<file path="config.mk">
export PLATFORM = sky130hd
export DESIGN_NAME = axi_reg_slice_flat
export DESIGN_NICKNAME = d
export VERILOG_FILES = /design/src/rtl/axi_slice_pkg.sv /design/src/rtl/axi_interface.sv /design/src/rtl/axi_reg_stage.sv /design/src/rtl/axi_reg_slice.sv /design/src/flat_wrapper.sv
export SDC_FILE = /design/constraint.sdc
export NUM_CORES = 1
export LEC_CHECK = 0
export BUFFER_PORTS_ARGS = -buffer_cell sky130_fd_sc_hd__buf_2
export CAP_MARGIN = 10
export CORE_MARGIN = 4
export CORE_UTILIZATION = 45
export DETAILED_ROUTE_END_ITERATION = 6
export PLACE_DENSITY = 0.78
export SLEW_MARGIN = 20
export SYNTH_ARGS = -nofsm -noshare
export SYNTH_HDL_FRONTEND = slang
export SYNTH_SLANG_ARGS = --single-unit
export TNS_END_PERCENT = 100
</file>
<file path="constraint.sdc">
create_clock -name clk -period 11.7 [get_ports clk]
set_input_delay 1.17 -clock clk [delete_from_list [all_inputs] [get_ports clk]]
set_output_delay 1.17 -clock clk [all_outputs]
set_load 0.01 [all_outputs]
</file>
<file path="src/rtl/axi_slice_pkg.sv">
// Shared types and payload-width helpers for the AXI4 register slice.
// Each width helper returns the packed width of one channel's payload.
package axi_slice_pkg;

   typedef enum logic [1:0] {
      SLICE_BYPASS = 2'd0,
      SLICE_FULL   = 2'd1,
      SLICE_LIGHT  = 2'd2
   } slice_mode_e;

   typedef enum logic [1:0] {
      ST_EMPTY = 2'd0,
      ST_ONE   = 2'd1,
      ST_TWO   = 2'd2
   } fill_state_e;

   localparam int unsigned AXI_LEN_W    = 8;
   localparam int unsigned AXI_SIZE_W   = 3;
   localparam int unsigned AXI_BURST_W  = 2;
   localparam int unsigned AXI_CACHE_W  = 4;
   localparam int unsigned AXI_PROT_W   = 3;
   localparam int unsigned AXI_QOS_W    = 4;
   localparam int unsigned AXI_REGION_W = 4;
   localparam int unsigned AXI_RESP_W   = 2;

   // AW and AR share one layout; the extra 1 is the lock bit.
   function automatic int unsigned aw_width(int unsigned id_w, int unsigned addr_w,
                                            int unsigned user_w);
      return id_w + addr_w + AXI_LEN_W + AXI_SIZE_W + AXI_BURST_W + 1 + AXI_CACHE_W
             + AXI_PROT_W + AXI_QOS_W + AXI_REGION_W + user_w;
   endfunction

   function automatic int unsigned ar_width(int unsigned id_w, int unsigned addr_w,
                                            int unsigned user_w);
      return aw_width(id_w, addr_w, user_w);
   endfunction

   function automatic int unsigned w_width(int unsigned data_w, int unsigned user_w);
      return data_w + data_w / 8 + 1 + user_w;
   endfunction

   function automatic int unsigned b_width(int unsigned id_w, int unsigned user_w);
      return id_w + AXI_RESP_W + user_w;
   endfunction

   function automatic int unsigned r_width(int unsigned id_w, int unsigned data_w,
                                           int unsigned user_w);
      return id_w + data_w + AXI_RESP_W + 1 + user_w;
   endfunction

endpackage

</file>
<file path="src/rtl/axi_interface.sv">
// AXI4 bundle with master/slave views; the field widths agree with the axi_slice_pkg helpers.
interface axi_interface #(
   parameter int unsigned AXI_ADDR_WIDTH = 32,
   parameter int unsigned AXI_DATA_WIDTH = 32,
   parameter int unsigned AXI_ID_WIDTH   = 4,
   parameter int unsigned AXI_USER_WIDTH = 1
);
   logic [AXI_ID_WIDTH-1:0]     awid,   arid,   bid,   rid;
   logic [AXI_ADDR_WIDTH-1:0]   awaddr, araddr;
   logic [7:0]                  awlen,  arlen;
   logic [2:0]                  awsize, arsize;
   logic [1:0]                  awburst, arburst;
   logic                        awlock, arlock;
   logic [3:0]                  awcache, arcache;
   logic [2:0]                  awprot, arprot;
   logic [3:0]                  awqos,  arqos;
   logic [3:0]                  awregion, arregion;
   logic [AXI_USER_WIDTH-1:0]   awuser, aruser, wuser, buser, ruser;
   logic                        awvalid, awready, arvalid, arready;
   logic [AXI_DATA_WIDTH-1:0]   wdata,  rdata;
   logic [AXI_DATA_WIDTH/8-1:0] wstrb;
   logic                        wlast,  rlast;
   logic                        wvalid, wready, rvalid, rready;
   logic [1:0]                  bresp,  rresp;
   logic                        bvalid, bready;

   modport master (
      output awid, awaddr, awlen, awsize, awburst, awlock, awcache, awprot, awqos, awregion,
             awuser, awvalid, wdata, wstrb, wlast, wuser, wvalid, bready,
             arid, araddr, arlen, arsize, arburst, arlock, arcache, arprot, arqos, arregion,
             aruser, arvalid, rready,
      input  awready, wready, bid, bresp, buser, bvalid, arready,
             rid, rdata, rresp, rlast, ruser, rvalid
   );

   modport slave (
      input  awid, awaddr, awlen, awsize, awburst, awlock, awcache, awprot, awqos, awregion,
             awuser, awvalid, wdata, wstrb, wlast, wuser, wvalid, bready,
             arid, araddr, arlen, arsize, arburst, arlock, arcache, arprot, arqos, arregion,
             aruser, arvalid, rready,
      output awready, wready, bid, bresp, buser, bvalid, arready,
             rid, rdata, rresp, rlast, ruser, rvalid
   );
endinterface

</file>
<file path="src/rtl/axi_reg_stage.sv">
// Generic valid/ready pipeline stage: wire-through, 2-entry skid buffer, or half-rate single register.
// Handshake outputs are flop-driven in the buffered modes; payload registers carry no reset.
module axi_reg_stage
   import axi_slice_pkg::*;
#(
   parameter int unsigned WIDTH = 1,
   parameter slice_mode_e MODE  = SLICE_FULL
) (
   input  logic             clk,
   input  logic             rst_n,
   input  logic             in_valid,
   output logic             in_ready,
   input  logic [WIDTH-1:0] in_data,
   output logic             out_valid,
   input  logic             out_ready,
   output logic [WIDTH-1:0] out_data,
   output logic             empty
);

   if (MODE == SLICE_BYPASS) begin : g_bypass
      logic unused_bypass;
      assign unused_bypass = ^{clk, rst_n};
      assign out_valid     = in_valid;
      assign in_ready      = out_ready;
      assign out_data      = in_data;
      assign empty         = 1'b1;

   end else if (MODE == SLICE_FULL) begin : g_full
      fill_state_e      state;
      logic             in_rdy_q, out_vld_q, in_hs, out_hs;
      logic [WIDTH-1:0] main_p0, skid_p0;

      assign in_hs     = in_valid && in_rdy_q;
      assign out_hs    = out_vld_q && out_ready;
      assign in_ready  = in_rdy_q;
      assign out_valid = out_vld_q;
      assign out_data  = main_p0;
      assign empty     = !out_vld_q;

      always_ff @(posedge clk or negedge rst_n) begin
         if (!rst_n) begin
            state     <= ST_EMPTY;
            in_rdy_q  <= 1'b1;
            out_vld_q <= 1'b0;
         end else begin
            case (state)
               ST_EMPTY: if (in_hs) begin
                  state     <= ST_ONE;
                  out_vld_q <= 1'b1;
               end
               ST_ONE: if (in_hs && !out_hs) begin
                  state    <= ST_TWO;
                  in_rdy_q <= 1'b0;
               end else if (!in_hs && out_hs) begin
                  state     <= ST_EMPTY;
                  out_vld_q <= 1'b0;
               end
               ST_TWO: if (out_hs) begin
                  state    <= ST_ONE;
                  in_rdy_q <= 1'b1;
               end
               default: begin
                  state     <= ST_EMPTY;
                  in_rdy_q  <= 1'b1;
                  out_vld_q <= 1'b0;
               end
            endcase
         end
      end

      // Main feeds the output; skid catches the beat accepted while the output stalls.
      always_ff @(posedge clk) begin
         case (state)
            ST_EMPTY: if (in_hs) main_p0 <= in_data;
            ST_ONE: begin
               if (in_hs && out_hs) main_p0 <= in_data;
               else if (in_hs)      skid_p0 <= in_data;
            end
            ST_TWO: if (out_hs) main_p0 <= skid_p0;
            default: begin end
         endcase
      end

   end else if (MODE == SLICE_LIGHT) begin : g_light
      logic             full_q, rdy_q;
      logic [WIDTH-1:0] main_p0;

      assign in_ready  = rdy_q;
      assign out_valid = full_q;
      assign out_data  = main_p0;
      assign empty     = !full_q;

      always_ff @(posedge clk or negedge rst_n) begin
         if (!rst_n) begin
            full_q <= 1'b0;
            rdy_q  <= 1'b1;
         end else if (!full_q && in_valid) begin
            full_q <= 1'b1;
            rdy_q  <= 1'b0;
         end else if (full_q && out_ready) begin
            full_q <= 1'b0;
            rdy_q  <= 1'b1;
         end
      end

      always_ff @(posedge clk) begin
         if (in_valid && rdy_q) main_p0 <= in_data;
      end

   end else begin : g_bad_mode
      $fatal(1, "axi_reg_stage: unsupported MODE");
   end

endmodule

</file>
<file path="src/rtl/axi_reg_slice.sv">
// AXI4 register slice: one independently configured stage per channel between s_axi and m_axi.
// idle is the AND of every stage's empty flag, so it is a pure function of flop outputs.
module axi_reg_slice
   import axi_slice_pkg::*;
#(
   parameter int unsigned AXI_ADDR_WIDTH = 32,
   parameter int unsigned AXI_DATA_WIDTH = 32,
   parameter int unsigned AXI_ID_WIDTH   = 4,
   parameter int unsigned AXI_USER_WIDTH = 1,
   parameter slice_mode_e AW_MODE        = SLICE_FULL,
   parameter slice_mode_e W_MODE         = SLICE_FULL,
   parameter slice_mode_e B_MODE         = SLICE_FULL,
   parameter slice_mode_e AR_MODE        = SLICE_FULL,
   parameter slice_mode_e R_MODE         = SLICE_FULL
) (
   input  logic         clk,
   input  logic         rst_n,
   axi_interface.slave  s_axi,
   axi_interface.master m_axi,
   output logic         idle
);

   localparam int unsigned AW_W = aw_width(AXI_ID_WIDTH, AXI_ADDR_WIDTH, AXI_USER_WIDTH);
   localparam int unsigned W_W  = w_width(AXI_DATA_WIDTH, AXI_USER_WIDTH);
   localparam int unsigned B_W  = b_width(AXI_ID_WIDTH, AXI_USER_WIDTH);
   localparam int unsigned AR_W = ar_width(AXI_ID_WIDTH, AXI_ADDR_WIDTH, AXI_USER_WIDTH);
   localparam int unsigned R_W  = r_width(AXI_ID_WIDTH, AXI_DATA_WIDTH, AXI_USER_WIDTH);

   if (AXI_DATA_WIDTH % 8 != 0) begin : g_bad_width
      $fatal(1, "axi_reg_slice: AXI_DATA_WIDTH must be a multiple of 8");
   end

   logic [AW_W-1:0] aw_in, aw_out;
   logic [W_W-1:0]  w_in,  w_out;
   logic [B_W-1:0]  b_in,  b_out;
   logic [AR_W-1:0] ar_in, ar_out;
   logic [R_W-1:0]  r_in,  r_out;
   logic            aw_empty, w_empty, b_empty, ar_empty, r_empty;

   assign aw_in = {s_axi.awid, s_axi.awaddr, s_axi.awlen, s_axi.awsize, s_axi.awburst,
                   s_axi.awlock, s_axi.awcache, s_axi.awprot, s_axi.awqos, s_axi.awregion,
                   s_axi.awuser};
   assign {m_axi.awid, m_axi.awaddr, m_axi.awlen, m_axi.awsize, m_axi.awburst,
           m_axi.awlock, m_axi.awcache, m_axi.awprot, m_axi.awqos, m_axi.awregion,
           m_axi.awuser} = aw_out;

   assign w_in = {s_axi.wdata, s_axi.wstrb, s_axi.wlast, s_axi.wuser};
   assign {m_axi.wdata, m_axi.wstrb, m_axi.wlast, m_axi.wuser} = w_out;

   assign b_in = {m_axi.bid, m_axi.bresp, m_axi.buser};
   assign {s_axi.bid, s_axi.bresp, s_axi.buser} = b_out;

   assign ar_in = {s_axi.arid, s_axi.araddr, s_axi.arlen, s_axi.arsize, s_axi.arburst,
                   s_axi.arlock, s_axi.arcache, s_axi.arprot, s_axi.arqos, s_axi.arregion,
                   s_axi.aruser};
   assign {m_axi.arid, m_axi.araddr, m_axi.arlen, m_axi.arsize, m_axi.arburst,
           m_axi.arlock, m_axi.arcache, m_axi.arprot, m_axi.arqos, m_axi.arregion,
           m_axi.aruser} = ar_out;

   assign r_in = {m_axi.rid, m_axi.rdata, m_axi.rresp, m_axi.rlast, m_axi.ruser};
   assign {s_axi.rid, s_axi.rdata, s_axi.rresp, s_axi.rlast, s_axi.ruser} = r_out;

   // Forward channels run s_axi -> m_axi, response channels m_axi -> s_axi.
   axi_reg_stage #(.WIDTH(AW_W), .MODE(AW_MODE)) u_aw_stage (
      .clk, .rst_n,
      .in_valid(s_axi.awvalid), .in_ready(s_axi.awready), .in_data(aw_in),
      .out_valid(m_axi.awvalid), .out_ready(m_axi.awready), .out_data(aw_out),
      .empty(aw_empty)
   );

   axi_reg_stage #(.WIDTH(W_W), .MODE(W_MODE)) u_w_stage (
      .clk, .rst_n,
      .in_valid(s_axi.wvalid), .in_ready(s_axi.wready), .in_data(w_in),
      .out_valid(m_axi.wvalid), .out_ready(m_axi.wready), .out_data(w_out),
      .empty(w_empty)
   );

   axi_reg_stage #(.WIDTH(B_W), .MODE(B_MODE)) u_b_stage (
      .clk, .rst_n,
      .in_valid(m_axi.bvalid), .in_ready(m_axi.bready), .in_data(b_in),
      .out_valid(s_axi.bvalid), .out_ready(s_axi.bready), .out_data(b_out),
      .empty(b_empty)
   );

   axi_reg_stage #(.WIDTH(AR_W), .MODE(AR_MODE)) u_ar_stage (
      .clk, .rst_n,
      .in_valid(s_axi.arvalid), .in_ready(s_axi.arready), .in_data(ar_in),
      .out_valid(m_axi.arvalid), .out_ready(m_axi.arready), .out_data(ar_out),
      .empty(ar_empty)
   );

   axi_reg_stage #(.WIDTH(R_W), .MODE(R_MODE)) u_r_stage (
      .clk, .rst_n,
      .in_valid(m_axi.rvalid), .in_ready(m_axi.rready), .in_data(r_in),
      .out_valid(s_axi.rvalid), .out_ready(s_axi.rready), .out_data(r_out),
      .empty(r_empty)
   );

   assign idle = aw_empty & w_empty & b_empty & ar_empty & r_empty;

endmodule
</file>
<file path="src/flat_wrapper.sv">
// flat-port wrapper written by rule: the top's interface ports become plain ports
module axi_reg_slice_flat import axi_slice_pkg::*;
#(
   parameter int unsigned AXI_ADDR_WIDTH = 32,
   parameter int unsigned AXI_DATA_WIDTH = 32,
   parameter int unsigned AXI_ID_WIDTH   = 4,
   parameter int unsigned AXI_USER_WIDTH = 1,
   parameter slice_mode_e AW_MODE        = SLICE_FULL,
   parameter slice_mode_e W_MODE         = SLICE_FULL,
   parameter slice_mode_e B_MODE         = SLICE_FULL,
   parameter slice_mode_e AR_MODE        = SLICE_FULL,
   parameter slice_mode_e R_MODE         = SLICE_FULL
)
  (clk, rst_n, idle, s_axi_awid, s_axi_awaddr, s_axi_awlen, s_axi_awsize, s_axi_awburst, s_axi_awlock, s_axi_awcache, s_axi_awprot, s_axi_awqos, s_axi_awregion, s_axi_awuser, s_axi_awvalid, s_axi_wdata, s_axi_wstrb, s_axi_wlast, s_axi_wuser, s_axi_wvalid, s_axi_bready, s_axi_arid, s_axi_araddr, s_axi_arlen, s_axi_arsize, s_axi_arburst, s_axi_arlock, s_axi_arcache, s_axi_arprot, s_axi_arqos, s_axi_arregion, s_axi_aruser, s_axi_arvalid, s_axi_rready, s_axi_awready, s_axi_wready, s_axi_bid, s_axi_bresp, s_axi_buser, s_axi_bvalid, s_axi_arready, s_axi_rid, s_axi_rdata, s_axi_rresp, s_axi_rlast, s_axi_ruser, s_axi_rvalid, m_axi_awid, m_axi_awaddr, m_axi_awlen, m_axi_awsize, m_axi_awburst, m_axi_awlock, m_axi_awcache, m_axi_awprot, m_axi_awqos, m_axi_awregion, m_axi_awuser, m_axi_awvalid, m_axi_wdata, m_axi_wstrb, m_axi_wlast, m_axi_wuser, m_axi_wvalid, m_axi_bready, m_axi_arid, m_axi_araddr, m_axi_arlen, m_axi_arsize, m_axi_arburst, m_axi_arlock, m_axi_arcache, m_axi_arprot, m_axi_arqos, m_axi_arregion, m_axi_aruser, m_axi_arvalid, m_axi_rready, m_axi_awready, m_axi_wready, m_axi_bid, m_axi_bresp, m_axi_buser, m_axi_bvalid, m_axi_arready, m_axi_rid, m_axi_rdata, m_axi_rresp, m_axi_rlast, m_axi_ruser, m_axi_rvalid);
  axi_interface #(.AXI_ADDR_WIDTH(AXI_ADDR_WIDTH), .AXI_DATA_WIDTH(AXI_DATA_WIDTH), .AXI_ID_WIDTH(AXI_ID_WIDTH), .AXI_USER_WIDTH(AXI_USER_WIDTH)) s_axi_i ();
  axi_interface #(.AXI_ADDR_WIDTH(AXI_ADDR_WIDTH), .AXI_DATA_WIDTH(AXI_DATA_WIDTH), .AXI_ID_WIDTH(AXI_ID_WIDTH), .AXI_USER_WIDTH(AXI_USER_WIDTH)) m_axi_i ();
  input  logic clk;
  input  logic rst_n;
  output logic idle;
  input wire logic [$bits(s_axi_i.awid)-1:0] s_axi_awid;
  input wire logic [$bits(s_axi_i.awaddr)-1:0] s_axi_awaddr;
  input wire logic [$bits(s_axi_i.awlen)-1:0] s_axi_awlen;
  input wire logic [$bits(s_axi_i.awsize)-1:0] s_axi_awsize;
  input wire logic [$bits(s_axi_i.awburst)-1:0] s_axi_awburst;
  input wire logic [$bits(s_axi_i.awlock)-1:0] s_axi_awlock;
  input wire logic [$bits(s_axi_i.awcache)-1:0] s_axi_awcache;
  input wire logic [$bits(s_axi_i.awprot)-1:0] s_axi_awprot;
  input wire logic [$bits(s_axi_i.awqos)-1:0] s_axi_awqos;
  input wire logic [$bits(s_axi_i.awregion)-1:0] s_axi_awregion;
  input wire logic [$bits(s_axi_i.awuser)-1:0] s_axi_awuser;
  input wire logic [$bits(s_axi_i.awvalid)-1:0] s_axi_awvalid;
  input wire logic [$bits(s_axi_i.wdata)-1:0] s_axi_wdata;
  input wire logic [$bits(s_axi_i.wstrb)-1:0] s_axi_wstrb;
  input wire logic [$bits(s_axi_i.wlast)-1:0] s_axi_wlast;
  input wire logic [$bits(s_axi_i.wuser)-1:0] s_axi_wuser;
  input wire logic [$bits(s_axi_i.wvalid)-1:0] s_axi_wvalid;
  input wire logic [$bits(s_axi_i.bready)-1:0] s_axi_bready;
  input wire logic [$bits(s_axi_i.arid)-1:0] s_axi_arid;
  input wire logic [$bits(s_axi_i.araddr)-1:0] s_axi_araddr;
  input wire logic [$bits(s_axi_i.arlen)-1:0] s_axi_arlen;
  input wire logic [$bits(s_axi_i.arsize)-1:0] s_axi_arsize;
  input wire logic [$bits(s_axi_i.arburst)-1:0] s_axi_arburst;
  input wire logic [$bits(s_axi_i.arlock)-1:0] s_axi_arlock;
  input wire logic [$bits(s_axi_i.arcache)-1:0] s_axi_arcache;
  input wire logic [$bits(s_axi_i.arprot)-1:0] s_axi_arprot;
  input wire logic [$bits(s_axi_i.arqos)-1:0] s_axi_arqos;
  input wire logic [$bits(s_axi_i.arregion)-1:0] s_axi_arregion;
  input wire logic [$bits(s_axi_i.aruser)-1:0] s_axi_aruser;
  input wire logic [$bits(s_axi_i.arvalid)-1:0] s_axi_arvalid;
  input wire logic [$bits(s_axi_i.rready)-1:0] s_axi_rready;
  output wire logic [$bits(s_axi_i.awready)-1:0] s_axi_awready;
  output wire logic [$bits(s_axi_i.wready)-1:0] s_axi_wready;
  output wire logic [$bits(s_axi_i.bid)-1:0] s_axi_bid;
  output wire logic [$bits(s_axi_i.bresp)-1:0] s_axi_bresp;
  output wire logic [$bits(s_axi_i.buser)-1:0] s_axi_buser;
  output wire logic [$bits(s_axi_i.bvalid)-1:0] s_axi_bvalid;
  output wire logic [$bits(s_axi_i.arready)-1:0] s_axi_arready;
  output wire logic [$bits(s_axi_i.rid)-1:0] s_axi_rid;
  output wire logic [$bits(s_axi_i.rdata)-1:0] s_axi_rdata;
  output wire logic [$bits(s_axi_i.rresp)-1:0] s_axi_rresp;
  output wire logic [$bits(s_axi_i.rlast)-1:0] s_axi_rlast;
  output wire logic [$bits(s_axi_i.ruser)-1:0] s_axi_ruser;
  output wire logic [$bits(s_axi_i.rvalid)-1:0] s_axi_rvalid;
  output wire logic [$bits(m_axi_i.awid)-1:0] m_axi_awid;
  output wire logic [$bits(m_axi_i.awaddr)-1:0] m_axi_awaddr;
  output wire logic [$bits(m_axi_i.awlen)-1:0] m_axi_awlen;
  output wire logic [$bits(m_axi_i.awsize)-1:0] m_axi_awsize;
  output wire logic [$bits(m_axi_i.awburst)-1:0] m_axi_awburst;
  output wire logic [$bits(m_axi_i.awlock)-1:0] m_axi_awlock;
  output wire logic [$bits(m_axi_i.awcache)-1:0] m_axi_awcache;
  output wire logic [$bits(m_axi_i.awprot)-1:0] m_axi_awprot;
  output wire logic [$bits(m_axi_i.awqos)-1:0] m_axi_awqos;
  output wire logic [$bits(m_axi_i.awregion)-1:0] m_axi_awregion;
  output wire logic [$bits(m_axi_i.awuser)-1:0] m_axi_awuser;
  output wire logic [$bits(m_axi_i.awvalid)-1:0] m_axi_awvalid;
  output wire logic [$bits(m_axi_i.wdata)-1:0] m_axi_wdata;
  output wire logic [$bits(m_axi_i.wstrb)-1:0] m_axi_wstrb;
  output wire logic [$bits(m_axi_i.wlast)-1:0] m_axi_wlast;
  output wire logic [$bits(m_axi_i.wuser)-1:0] m_axi_wuser;
  output wire logic [$bits(m_axi_i.wvalid)-1:0] m_axi_wvalid;
  output wire logic [$bits(m_axi_i.bready)-1:0] m_axi_bready;
  output wire logic [$bits(m_axi_i.arid)-1:0] m_axi_arid;
  output wire logic [$bits(m_axi_i.araddr)-1:0] m_axi_araddr;
  output wire logic [$bits(m_axi_i.arlen)-1:0] m_axi_arlen;
  output wire logic [$bits(m_axi_i.arsize)-1:0] m_axi_arsize;
  output wire logic [$bits(m_axi_i.arburst)-1:0] m_axi_arburst;
  output wire logic [$bits(m_axi_i.arlock)-1:0] m_axi_arlock;
  output wire logic [$bits(m_axi_i.arcache)-1:0] m_axi_arcache;
  output wire logic [$bits(m_axi_i.arprot)-1:0] m_axi_arprot;
  output wire logic [$bits(m_axi_i.arqos)-1:0] m_axi_arqos;
  output wire logic [$bits(m_axi_i.arregion)-1:0] m_axi_arregion;
  output wire logic [$bits(m_axi_i.aruser)-1:0] m_axi_aruser;
  output wire logic [$bits(m_axi_i.arvalid)-1:0] m_axi_arvalid;
  output wire logic [$bits(m_axi_i.rready)-1:0] m_axi_rready;
  input wire logic [$bits(m_axi_i.awready)-1:0] m_axi_awready;
  input wire logic [$bits(m_axi_i.wready)-1:0] m_axi_wready;
  input wire logic [$bits(m_axi_i.bid)-1:0] m_axi_bid;
  input wire logic [$bits(m_axi_i.bresp)-1:0] m_axi_bresp;
  input wire logic [$bits(m_axi_i.buser)-1:0] m_axi_buser;
  input wire logic [$bits(m_axi_i.bvalid)-1:0] m_axi_bvalid;
  input wire logic [$bits(m_axi_i.arready)-1:0] m_axi_arready;
  input wire logic [$bits(m_axi_i.rid)-1:0] m_axi_rid;
  input wire logic [$bits(m_axi_i.rdata)-1:0] m_axi_rdata;
  input wire logic [$bits(m_axi_i.rresp)-1:0] m_axi_rresp;
  input wire logic [$bits(m_axi_i.rlast)-1:0] m_axi_rlast;
  input wire logic [$bits(m_axi_i.ruser)-1:0] m_axi_ruser;
  input wire logic [$bits(m_axi_i.rvalid)-1:0] m_axi_rvalid;
  assign s_axi_i.awid = s_axi_awid;
  assign s_axi_i.awaddr = s_axi_awaddr;
  assign s_axi_i.awlen = s_axi_awlen;
  assign s_axi_i.awsize = s_axi_awsize;
  assign s_axi_i.awburst = s_axi_awburst;
  assign s_axi_i.awlock = s_axi_awlock;
  assign s_axi_i.awcache = s_axi_awcache;
  assign s_axi_i.awprot = s_axi_awprot;
  assign s_axi_i.awqos = s_axi_awqos;
  assign s_axi_i.awregion = s_axi_awregion;
  assign s_axi_i.awuser = s_axi_awuser;
  assign s_axi_i.awvalid = s_axi_awvalid;
  assign s_axi_i.wdata = s_axi_wdata;
  assign s_axi_i.wstrb = s_axi_wstrb;
  assign s_axi_i.wlast = s_axi_wlast;
  assign s_axi_i.wuser = s_axi_wuser;
  assign s_axi_i.wvalid = s_axi_wvalid;
  assign s_axi_i.bready = s_axi_bready;
  assign s_axi_i.arid = s_axi_arid;
  assign s_axi_i.araddr = s_axi_araddr;
  assign s_axi_i.arlen = s_axi_arlen;
  assign s_axi_i.arsize = s_axi_arsize;
  assign s_axi_i.arburst = s_axi_arburst;
  assign s_axi_i.arlock = s_axi_arlock;
  assign s_axi_i.arcache = s_axi_arcache;
  assign s_axi_i.arprot = s_axi_arprot;
  assign s_axi_i.arqos = s_axi_arqos;
  assign s_axi_i.arregion = s_axi_arregion;
  assign s_axi_i.aruser = s_axi_aruser;
  assign s_axi_i.arvalid = s_axi_arvalid;
  assign s_axi_i.rready = s_axi_rready;
  assign s_axi_awready = s_axi_i.awready;
  assign s_axi_wready = s_axi_i.wready;
  assign s_axi_bid = s_axi_i.bid;
  assign s_axi_bresp = s_axi_i.bresp;
  assign s_axi_buser = s_axi_i.buser;
  assign s_axi_bvalid = s_axi_i.bvalid;
  assign s_axi_arready = s_axi_i.arready;
  assign s_axi_rid = s_axi_i.rid;
  assign s_axi_rdata = s_axi_i.rdata;
  assign s_axi_rresp = s_axi_i.rresp;
  assign s_axi_rlast = s_axi_i.rlast;
  assign s_axi_ruser = s_axi_i.ruser;
  assign s_axi_rvalid = s_axi_i.rvalid;
  assign m_axi_awid = m_axi_i.awid;
  assign m_axi_awaddr = m_axi_i.awaddr;
  assign m_axi_awlen = m_axi_i.awlen;
  assign m_axi_awsize = m_axi_i.awsize;
  assign m_axi_awburst = m_axi_i.awburst;
  assign m_axi_awlock = m_axi_i.awlock;
  assign m_axi_awcache = m_axi_i.awcache;
  assign m_axi_awprot = m_axi_i.awprot;
  assign m_axi_awqos = m_axi_i.awqos;
  assign m_axi_awregion = m_axi_i.awregion;
  assign m_axi_awuser = m_axi_i.awuser;
  assign m_axi_awvalid = m_axi_i.awvalid;
  assign m_axi_wdata = m_axi_i.wdata;
  assign m_axi_wstrb = m_axi_i.wstrb;
  assign m_axi_wlast = m_axi_i.wlast;
  assign m_axi_wuser = m_axi_i.wuser;
  assign m_axi_wvalid = m_axi_i.wvalid;
  assign m_axi_bready = m_axi_i.bready;
  assign m_axi_arid = m_axi_i.arid;
  assign m_axi_araddr = m_axi_i.araddr;
  assign m_axi_arlen = m_axi_i.arlen;
  assign m_axi_arsize = m_axi_i.arsize;
  assign m_axi_arburst = m_axi_i.arburst;
  assign m_axi_arlock = m_axi_i.arlock;
  assign m_axi_arcache = m_axi_i.arcache;
  assign m_axi_arprot = m_axi_i.arprot;
  assign m_axi_arqos = m_axi_i.arqos;
  assign m_axi_arregion = m_axi_i.arregion;
  assign m_axi_aruser = m_axi_i.aruser;
  assign m_axi_arvalid = m_axi_i.arvalid;
  assign m_axi_rready = m_axi_i.rready;
  assign m_axi_i.awready = m_axi_awready;
  assign m_axi_i.wready = m_axi_wready;
  assign m_axi_i.bid = m_axi_bid;
  assign m_axi_i.bresp = m_axi_bresp;
  assign m_axi_i.buser = m_axi_buser;
  assign m_axi_i.bvalid = m_axi_bvalid;
  assign m_axi_i.arready = m_axi_arready;
  assign m_axi_i.rid = m_axi_rid;
  assign m_axi_i.rdata = m_axi_rdata;
  assign m_axi_i.rresp = m_axi_rresp;
  assign m_axi_i.rlast = m_axi_rlast;
  assign m_axi_i.ruser = m_axi_ruser;
  assign m_axi_i.rvalid = m_axi_rvalid;
  axi_reg_slice #(.AXI_ADDR_WIDTH(AXI_ADDR_WIDTH), .AXI_DATA_WIDTH(AXI_DATA_WIDTH), .AXI_ID_WIDTH(AXI_ID_WIDTH), .AXI_USER_WIDTH(AXI_USER_WIDTH), .AW_MODE(AW_MODE), .W_MODE(W_MODE), .B_MODE(B_MODE), .AR_MODE(AR_MODE), .R_MODE(R_MODE)) u_core (.clk(clk), .rst_n(rst_n), .s_axi(s_axi_i), .m_axi(m_axi_i), .idle(idle));
endmodule
</file>
==> metrics.txt, run 1 <==
HPWL after DPL=26,100 um; crit path max-delay cell type=or4_1; placer congestion estimate=0.834; DRC viols=0; crit start category=register; TritonCTS sink count=454; Final Core Density=0.566; pin count of the biggest net entering global routing=67; Syn Area/Cell=approximately 21 um^2; actual slew at the worst max-slew pin=1100 ps; syn_nets=1,070; Ports=457; Die Height=206 um; Power Density=153 mW/mm^2; Peak Freq=~0.33 GHz; core area=just under 0.04 mm^2; cell taking the most area after synthesis=edfxtp_1; Largest delay share family, worst path=simple AND/OR/NAND/NOR gates; largest family of logic cells by synthesized area=multiplexers; status=complete, no violations; setup violators final=0; Worst Skew=19.6 ps; Final Routed Wirelength=37,000 um; layout cells sized above 1=0.566; FFs w/ async S/R, synth=0.0441; number of buffers added on ports=456; Cells after Synth=826; Seq/Total Area, Yosys=0.769; Compound-Gate Fraction of Synth Area=0.0142; worst hold path type=register to register; die width=206 um; Final Hold Viols=0; simple-gate share of the synthesized area=0.0219; Crit path largest cell delay=550 ps; IR drop worst, VDD=0.128 mV; setup TNS=0 ps; Post-CTS Setup Bufs=0; RSZ-0062 raised after global routing=false; vias in the first global route=9,654; Clock Path Buffers=3; Setup crit end kind=output pin; global-route wire length before repair=55,400 um; Final ANT Viol Nets=0; CTS tree=built; routed vias=9,197; Mapped Area=0.0176 mm^2; Layout Nets=1,554; synth top area cells=edfxtp_1 (74%), mux2_4 (8.5%), mux2_2 (7.3%); WL/cell=19.8 um; Hold-fix buffers, CTS=0; DIE AREA=~0.042 mm^2; Initial DRC Count=389; total grt overflow=0; Leakage=8.24 nW; Final Cycle Share=0.258; #FFs+latches synth=roughly 450; Buf/Inv on CP=1; Initial DRT Pass Iterations=4; CP Data Arrival Time=1850 ps; CP required=10,530 ps; Post-synth EDFFs=approximately 430; CTS clk-pin slew, worst paths=60 ps; Yosys cell types=27; CTS H-tree lvls=2; Synth Area in XOR/XNOR=0; Num CTS Buffers=45; most frequent cell after synthesis=edfxtp_1; yosys warns=0; Final Critical Period=3020 ps; Initial Util=0.456; Root Driver=clkbuf_16; row count=72; initial antenna violation count=5; CTS resizes=0; post-DR vias/cell=4.92; Crit Path Class=register to output pin; Adder-Cell Fraction of Synth Area=0.0107; share of the synthesized area in the top cell type=0.740; CP Cell Sequence=or4_1 -> nor2_1 -> buf_2; Max-Slew Margin vs Limit=0.264; crit-path max FO=6; Final Slew Violations=0; gr usage total=0.169; Synth top cells by count=edfxtp_1 (434), mux2_2 (114), mux2_4 (100); mux cell area share after synthesis=0.160; max_cap viols=0; Synth Flop Type=edfxtp_1; area delta synth->final=24.2%; worst skew pair latency=between 500 and 600 ps
final timing paths:
check,startpoint,end,slack [ps],depth (start not counted)
setup / recovery,u_core.u_ar_stage.out_valid,idle,8680,3
hold / removal,u_core.u_aw_stage.g_full.skid_p0[39],u_core.u_aw_stage.out_data[39],540,1
setup reg to reg,u_core.u_w_stage.in_ready,u_core.u_w_stage.out_data[6],9320,7
hold reg to reg,u_core.u_aw_stage.g_full.skid_p0[39],u_core.u_aw_stage.out_data[39],540,1
max in group asynchronous,rst_n,u_core.u_w_stage.out_valid,10700,1
min in group asynchronous,rst_n,u_core.u_b_stage.out_valid,610,1
metrics by stage:
| stage | instance area (um^2) | worst slack (ps) | power, mW | hold WS [ps] | std cells |
|---|---|---|---|---|---|
| after floorplan | 17600 | 6520 | 1.86 | 508 | 826 |
| after global placement | 20300 | 8390 | 1.91 | 516 | 1777 |
| after detailed placement | 20300 | 8250 | 1.92 | 528 | 1779 |
| after CTS | 21800 | 8600 | 3.38 | 545 | 1863 |
| after global routing | 21900 | 8540 | 3.46 | 557 | 1867 |
| final | 21900 | 8680 | 3.34 | 542 | 1868 |
layer usage:
layer / vias up / GRT usage / wire length (um)
met5: - / 0 / 47
met4: 6 / 0.0663 / 1130
met3: 71 / 0.0541 / 3150
met2: 346 / 0.280 / 18200
met1: 4536 / 0.207 / 14500
li1: 4238 / - / -
registers in the layout, indices dropped and copies added, names as in the netlist, 2 cells and up:
| name | flops |
|---|---|
| u_core.u_aw_stage.g_full.state | 2 |
| u_core.u_r_stage.g_full.skid_p0 | 40 |
| u_core.u_ar_stage.g_full.skid_p0 | 66 |
| u_core.u_ar_stage.g_full.state | 2 |
| u_core.u_r_stage.out_data | 40 |
| u_core.u_b_stage.g_full.state | 2 |
| u_core.u_w_stage.out_data | 38 |
| u_core.u_r_stage.g_full.state | 2 |
| u_core.u_w_stage.g_full.skid_p0 | 38 |
| u_core.u_w_stage.g_full.state | 2 |
| u_core.u_b_stage.out_data | 7 |
| u_core.u_aw_stage.out_data | 66 |
| u_core.u_b_stage.g_full.skid_p0 | 7 |
| u_core.u_ar_stage.out_data | 66 |
| u_core.u_aw_stage.g_full.skid_p0 | 66 |
power breakdown:
group / leakage (nW) / switching, mW / internal, mW
clock network: 0.723 / 0.593 / 0.869
registers: 4.13 / 0.00000000746 / 1.78
logic: 3.39 / 0.0373 / 0.0644
cells by family after synthesis:
family | after synthesis
AOI/OAI and AO/OA | 30
adders and majority gates | 15
and+or+nand+nor | 62
muxes | 217
DFF | 454
buffers and inverters | 48
cell usage in the layout, fill, tap and decap left out, types with 3 or more instances in the layout:
cell type   Yosys  routed
mux2_4        100     100
buf_16          0       3
buf_4          10      11
clkbuf_1        1       9
o32ai_1         5       5
o211ai_1       10      10
nand2_1        22      22
clkinvlp_4      0       4
nand2b_1       10      10
o311ai_0        5       5
nand4b_1        5       5
dfstp_2         5       5
edfxtp_1      434     434
nor2_4          0       4
bufinv_16       0       6
dfrtp_1        15      15
diode_2         0       3
mux2_1          3       3
nor2b_1         6       6
mux2_2        114     114
and2_1          3       3
a21boi_0        5       5
ha_1           15      15
clkbuf_16       0      47
buf_2           6     456
inv_1          15      15
clkinv_1        0      10
clkinv_2        0       6
nand4bb_1       5       5
nor2b_4         4       4
o32a_1          5       5
worst register-to-register path, stage by stage (launching register included):
cell and delay, ps:
dfstp_2 560, nand2_1 80, inv_1 100, ha_1 170, nand2_1 50, o211ai_1 440, buf_4 270, buf_4 360
final cells by class:
cell class / count / area (um^2)
clock inverter: 28 / 295
multi-input combinational: 324 / 3670
sequential: 454 / 13500
clock buffer: 56 / 1210
timing repair buffer: 470 / 2450
antenna: 3 / 7.51
fill: 2921 / 16800
inverter: 15 / 56.3
tap: 518 / 648
(Power assumes the default switching activity.)
==> run 2, diff against run 1 <==
--- a/config.mk
+++ b/config.mk
@@ -10,7 +10,7 @@
 export CORE_MARGIN = 4
 export CORE_UTILIZATION = 45
 export DETAILED_ROUTE_END_ITERATION = 6
-export PLACE_DENSITY = 0.78
+export PLACE_DENSITY = 0.8
 export SLEW_MARGIN = 20
 export SYNTH_ARGS = -nofsm -noshare
 export SYNTH_HDL_FRONTEND = slang
==> constraint.sdc (replaced) <==
create_clock -name clk -period 2.55 [get_ports clk]
set_input_delay 0.255 -clock clk [delete_from_list [all_inputs] [get_ports clk]]
set_output_delay 0.255 -clock clk [all_outputs]
set_load 0.01 [all_outputs]
==> metrics.txt, run 2 (synthesis gave the netlist of run 1 again) <==
status=complete, no violations; number of buffers added on ports=456 (unchanged); Power Internal=12.2 mW (+350%); met2 routed WL=23,400 um (+29%); worst hold path type=primary input to register; Logic pwr share=0.051 (+0.021); Final Cycle Share=0.836; worst slack at placement=405 ps (-7840 ps); CTS tree=built; Final Critical Period=2130 ps; worst skew pair latency=580 ps (+30 ps); gr usage total=0.208 (+0.0394); DR top layer=met5; CTS clk-pin slew, worst paths=60 ps (about the same); initial antenna violation count=5 (unchanged); Worst Skew=24.3 ps (+4.63 ps); Layout Nets=1,791 (+15%); HPWL after DPL=28,500 um (+9.0%); Die Height=206 um (unchanged); global-route wire length before repair=66,800 um (+21%); Clock Path Buffers=3 (unchanged); Initial DRT Pass Iterations=4 (unchanged); Initial DRC Count=528 (+36%); post-DR vias/cell=5.00 (+1.6%); commonest cells after routing, fill and taps aside=buf_2 (456), edfxtp_1 (434), dlygate4sd3_1 (218); row count=72 (unchanged); switching pwr=3.10 mW (+390%); Root Driver=clkbuf_16; Peak Freq=0.469 GHz; RSZ-0062 raised after global routing=false; Final Slew Violations=0 (unchanged); Final Hold Viols=0 (unchanged); DIE AREA=0.0424 mm^2 (unchanged); area of the multi-input gates=0.00371 mm^2 (+0.95%); setup violators final=0 (unchanged); actual slew at the worst max-slew pin=651 ps (-453 ps); Leakage=9.23 nW (+12%); routed vias=10,500 (+14%); Final Core Density=0.628 (+0.0619); most common cell after layout, fill and taps aside=buf_2; Hold WS=47.1 ps (-495 ps); TritonCTS sink count=454 (unchanged); Crit Path Class=register to output pin; Setup crit end kind=output pin; Num CTS Buffers=45 (unchanged); IR drop worst, VDD=0.589 mV (+360%); switching part of the total power=0.203 (+0.0139); area delta synth->final=37.8%; core area=0.0386 mm^2 (unchanged); Ports=457 (unchanged); vias in the first global route=11,500 (+19%); CP required=2300 ps (-8230 ps); DRC viols=0 (unchanged); Final Routed Wirelength=45,600 um (+23%); Flop pwr share=0.532 (about the same); layout cells sized above 1=0.496 (-0.0695); final non-filler cell total=2,101 (+12%); Power Density=632 mW/mm^2 (+310%); wl on met1=16,400 um (+13%); met3 WL=3810 um (+21%); setup slack after layout=417 ps (-8260 ps); Final ANT Viol Nets=0 (unchanged); CP Data Arrival Time=1880 ps (+30 ps); die width=206 um (unchanged); crit-path max FO=6 (unchanged); WL/cell=21.7 um (+9.5%); Inst Count DP=1,800 (+1.2%); Fillers=2,541 (-13%); placer congestion estimate=0.818 (-1.8%); Post-CTS Setup Bufs=0 (unchanged); pin count of the biggest net entering global routing=67 (unchanged); Max-Slew Margin vs Limit=0.564 (+0.300); max_cap viols=0 (unchanged); Clock power frac=0.417 (-0.020); Initial Util=0.456 (unchanged); CTS H-tree lvls=2 (unchanged); crit start category=register; total grt overflow=0 (unchanged); register area=0.0135 mm^2 (unchanged)
[run 2: cell types whose count changed in the layout (fill, tap and decap cells not counted), sizes merged]
cell,delta
dlygate4sd3,+218
buf,+19
clkbuf,+5
bufinv,-4
clkinv,-3
clkinvlp,-2
[run 2: worst max-delay path, cell delays in order, from the launching register on]
cell and delay (ps):
dfrtp_1 480, or4_1 580, nor2_1 100, buf_2 150
[run 2: what timing repair did]
item,CTS,global route
hold buffers,218,0
endpoints found under the hold margin,426,0
resized for setup,0,0
[run 2: final timing paths]
check,startpoint,to,slack (ps),cells past startpoint
worst min register to register,u_core.u_r_stage.g_full.skid_p0[4],u_core.u_r_stage.out_data[4],530,1
worst max-delay path,u_core.u_ar_stage.out_valid,idle,420,3
max in group asynchronous,rst_n,u_core.u_aw_stage.in_ready,1950,2
worst max register to register,u_core.u_ar_stage.in_ready,u_core.u_ar_stage.g_full.skid_p0[27],440,5
worst min-delay path,m_axi_arready,u_core.u_ar_stage.g_full.state[0],50,3
min in group asynchronous,rst_n,u_core.u_b_stage.g_full.state[0],220,2
[run 2: power groups by stage]
| stage | logic (mW) | registers (mW) | clock network [mW] |
|---|---|---|---|
| after floorplan | 0.206 | 8.32 | 0 |
| after global placement | 0.448 | 8.32 | 0 |
| after detailed placement | 0.479 | 8.32 | 0 |
| after CTS | 0.756 | 8.16 | 6.46 |
| after global routing | 0.836 | 8.15 | 6.87 |
| final | 0.780 | 8.16 | 6.39 |
[run 2: stage by stage]
stage	setup TNS, ps	total power, mW	instance area (um^2)
after CTS	0	15.4	24300
after floorplan	-319210	8.53	17700
after global placement	0	8.77	20700
after global routing	0	15.9	24300
after detailed placement	0	8.80	20700
final	0	15.3	24300
[run 2: area by class of cell]
class	count	share of cell area
diodes	3	0.000309
clock buffers	61	0.0498
clock inverters	19	0.00732
inverters	15	0.00232
multi-input cells	324	0.153
flip-flops and latches	454	0.558
well taps	518	0.0267
repair buffers	707	0.203
[run 2: layer usage]
layer  global-route usage  up-vias
met1                0.237     5172
met5                    0        -
met4               0.0929        4
met2                0.362      510
met3               0.0637      118
li1                     -     4702
==> run 3, diff against run 2 <==
--- a/config.mk
+++ b/config.mk
@@ -10,7 +10,7 @@
 export CORE_MARGIN = 4
 export CORE_UTILIZATION = 45
 export DETAILED_ROUTE_END_ITERATION = 6
-export PLACE_DENSITY = 0.8
+export PLACE_DENSITY = 0.78
 export SLEW_MARGIN = 20
 export SYNTH_ARGS = -nofsm -noshare
 export SYNTH_HDL_FRONTEND = slang
==> constraint.sdc (replaced) <==
create_clock -name clk -period 2 [get_ports clk]
set_input_delay 0.2 -clock clk [delete_from_list [all_inputs] [get_ports clk]]
set_output_delay 0.2 -clock clk [all_outputs]
set_load 0.01 [all_outputs]
==> metrics.txt, run 3 (synthesis gave the netlist of run 1 again) <==
placer congestion estimate=0.761 (-7.1%); Worst Skew=19.3 ps (-4.93 ps); WL/cell=20.6 um (-4.9%); IR drop worst, VDD=0.667 mV (+13%); vias in the first global route=11,200 (-1.9%); layout cells sized above 1=0.503 (+0.00663); CP Data Arrival Time=2150 ps (+270 ps); fin area=0.0245 mm^2 (+0.86%); Die Height=206 um (unchanged); CTS tree=built; commonest cells after routing, fill and taps aside=buf_2 (456), edfxtp_1 (434), dlygate4sd3_1 (225); Num CTS Buffers=46 (+2.2%); initial antenna violation count=9 (+4); max_cap viols=0 (unchanged); core area=0.0386 mm^2 (unchanged); Inst Count DP=1,797 (-0.17%); hold path start=m_axi_bvalid; RR Endpoint=u_core.u_r_stage.out_data[37]; worst slack at placement=83.9 ps (-322 ps); number of buffers added on ports=456 (unchanged); Leakage=9.32 nW (+0.93%); Fillers=2,557 (+0.63%); setup slack after layout=76.5 ps (-340 ps); Final Routed Wirelength=43,600 um (-4.3%); area delta synth->final=39.0%; HPWL after DPL=26,600 um (-6.5%); Worst path most repeated cell=nand2_1; Final Slew Violations=0 (unchanged); Reg2Reg Setup Slack=80 ps (-360 ps); status=complete, no violations; Final Critical Period=slightly below 2000 ps; Worst R2R Start=u_core.u_r_stage.out_valid; Setup crit end kind=register; crit-path max FO=40 (+34); worst hold path type=primary input to register; Final ANT Viol Nets=0 (unchanged); Final Cycle Share=0.962; DRC viols=0 (unchanged); CP required=2230 ps (-70 ps); crit path max-delay cell type=dfrtp_2; DIE AREA=0.0424 mm^2 (unchanged); CP Cell Sequence=buf_4 -> nand2_1 -> inv_1 -> ha_4 -> nand2_1 -> o211ai_1 -> buf_12; setup violators final=0 (unchanged); die width=206 um (unchanged); Final Hold Viols=0 (unchanged); actual slew at the worst max-slew pin=566 ps (-84.8 ps); final non-filler cell total=2,113 (+0.57%); Power Density=811 mW/mm^2 (+28%); gr usage total=0.197 (-0.0105); crit path from=u_core.u_r_stage.out_valid; Peak Freq=0.520 GHz; total grt overflow=0 (unchanged); Worst Setup EP=u_core.u_r_stage.out_data[37]; worst skew pair latency=560 ps (-20 ps); Initial Util=0.456 (unchanged); Layout Nets=1,799 (+0.45%); Max-Slew Margin vs Limit=0.623 (+0.0584); Initial DRT Pass Iterations=4 (unchanged); pin count of the biggest net entering global routing=67 (unchanged); TritonCTS sink count=454 (unchanged); Crit Path Class=register to register; worst reg2reg path depth=7 (+2); CTS clk-pin slew, worst paths=60 ps (about the same); area of the multi-input gates=0.00374 mm^2 (+0.88%); Ports=457 (unchanged); row count=72 (unchanged); Initial DRC Count=506 (-4.2%); crit start category=register; most common cell after layout, fill and taps aside=buf_2; register area=0.0135 mm^2 (about the same); Clock Path Buffers=3 (unchanged); placed instance area=0.0207 mm^2 (about the same); routed vias=10,400 (-0.82%); post-DR vias/cell=4.93 (-1.4%); global-route wire length before repair=64,200 um (-3.9%); Hold WS=40.3 ps (-6.84 ps); setup TNS=0 ps (unchanged); Crit path largest cell delay=370 ps (-210 ps); Root Driver=clkbuf_16; CTS H-tree lvls=2 (unchanged)
==> run 3: changes by cell type in the layout (fill, tap and decap cells not counted), sizes merged, moves of 2 or more <==
cell / change
dlygate4sd3: +7
clkinv: +8
clkbuf: -9
clkinvlp: -2
diode: +5
bufinv: +3
==> run 3: cell type report <==
class / count / share of cell area
timing repair buffer: 714 / 0.205
inverter: 15 / 0.00230
antenna: 8 / 0.000818
multi-input combinational: 324 / 0.153
clock buffer: 51 / 0.0487
sequential: 454 / 0.553
tap: 518 / 0.0265
clock inverter: 29 / 0.0111
==> run 3: critical path: cells and delay by family (launching register included) <==
kind	cells	cell delay, ps
fa+ha+maj	1	160
flops	1	370
buf+inv	3	600
simple gates	2	140
compound gates	1	280
==> run 3: timing repair <==
item                       in CTS  in global routing
setup buffers                   3                  1
gates cloned                    0                  1
gates resized for setup         3                  5
hold buffers                  225                  0
hold endpoints to repair      459                  0
pin swaps                       2                  3
setup endpoints to repair       1                 40
==> run 3: where the power goes <==
part | switching (mW) | internal [mW]
sequential | 0.0000000378 | 10.4
clock | 3.53 | 4.92
combinational | 0.329 | 0.665
total | 3.86 | 16.0
==> run 3: routing by layer <==
layer,part of all wire,global-route usage,vias up
li1,-,-,4718
met1,0.36,0.224,5182
met2,0.52,0.348,424
met3,0.085,0.0609,94
met4,0.034,0.0806,2
met5,0.00030,0,-
==> run 3: how the worst min path moves through the flow <==
stage          slack (ps)  cells after the start                                 to
2_1_floorplan        -100                      0  u_core.u_ar_stage.g_full.state[0]
3_3_place_gp          230                      1   u_core.u_w_stage.g_full.state[1]
3_5_place_dp          230                      1   u_core.u_w_stage.g_full.state[1]
4_1_cts                 8                      3   u_core.u_b_stage.g_full.state[0]
5_1_grt                40                      3   u_core.u_b_stage.g_full.state[0]
6_report               40                      3   u_core.u_b_stage.g_full.state[0]
==> run 3: per-stage QoR <==
step / total power, mW / utilization
global route: 20.5 / 0.633
global placement: 11.2 / 0.535
CTS: 20.0 / 0.632
finish: 19.9 / 0.633
floorplan: 10.9 / -
detailed placement: 11.2 / 0.535
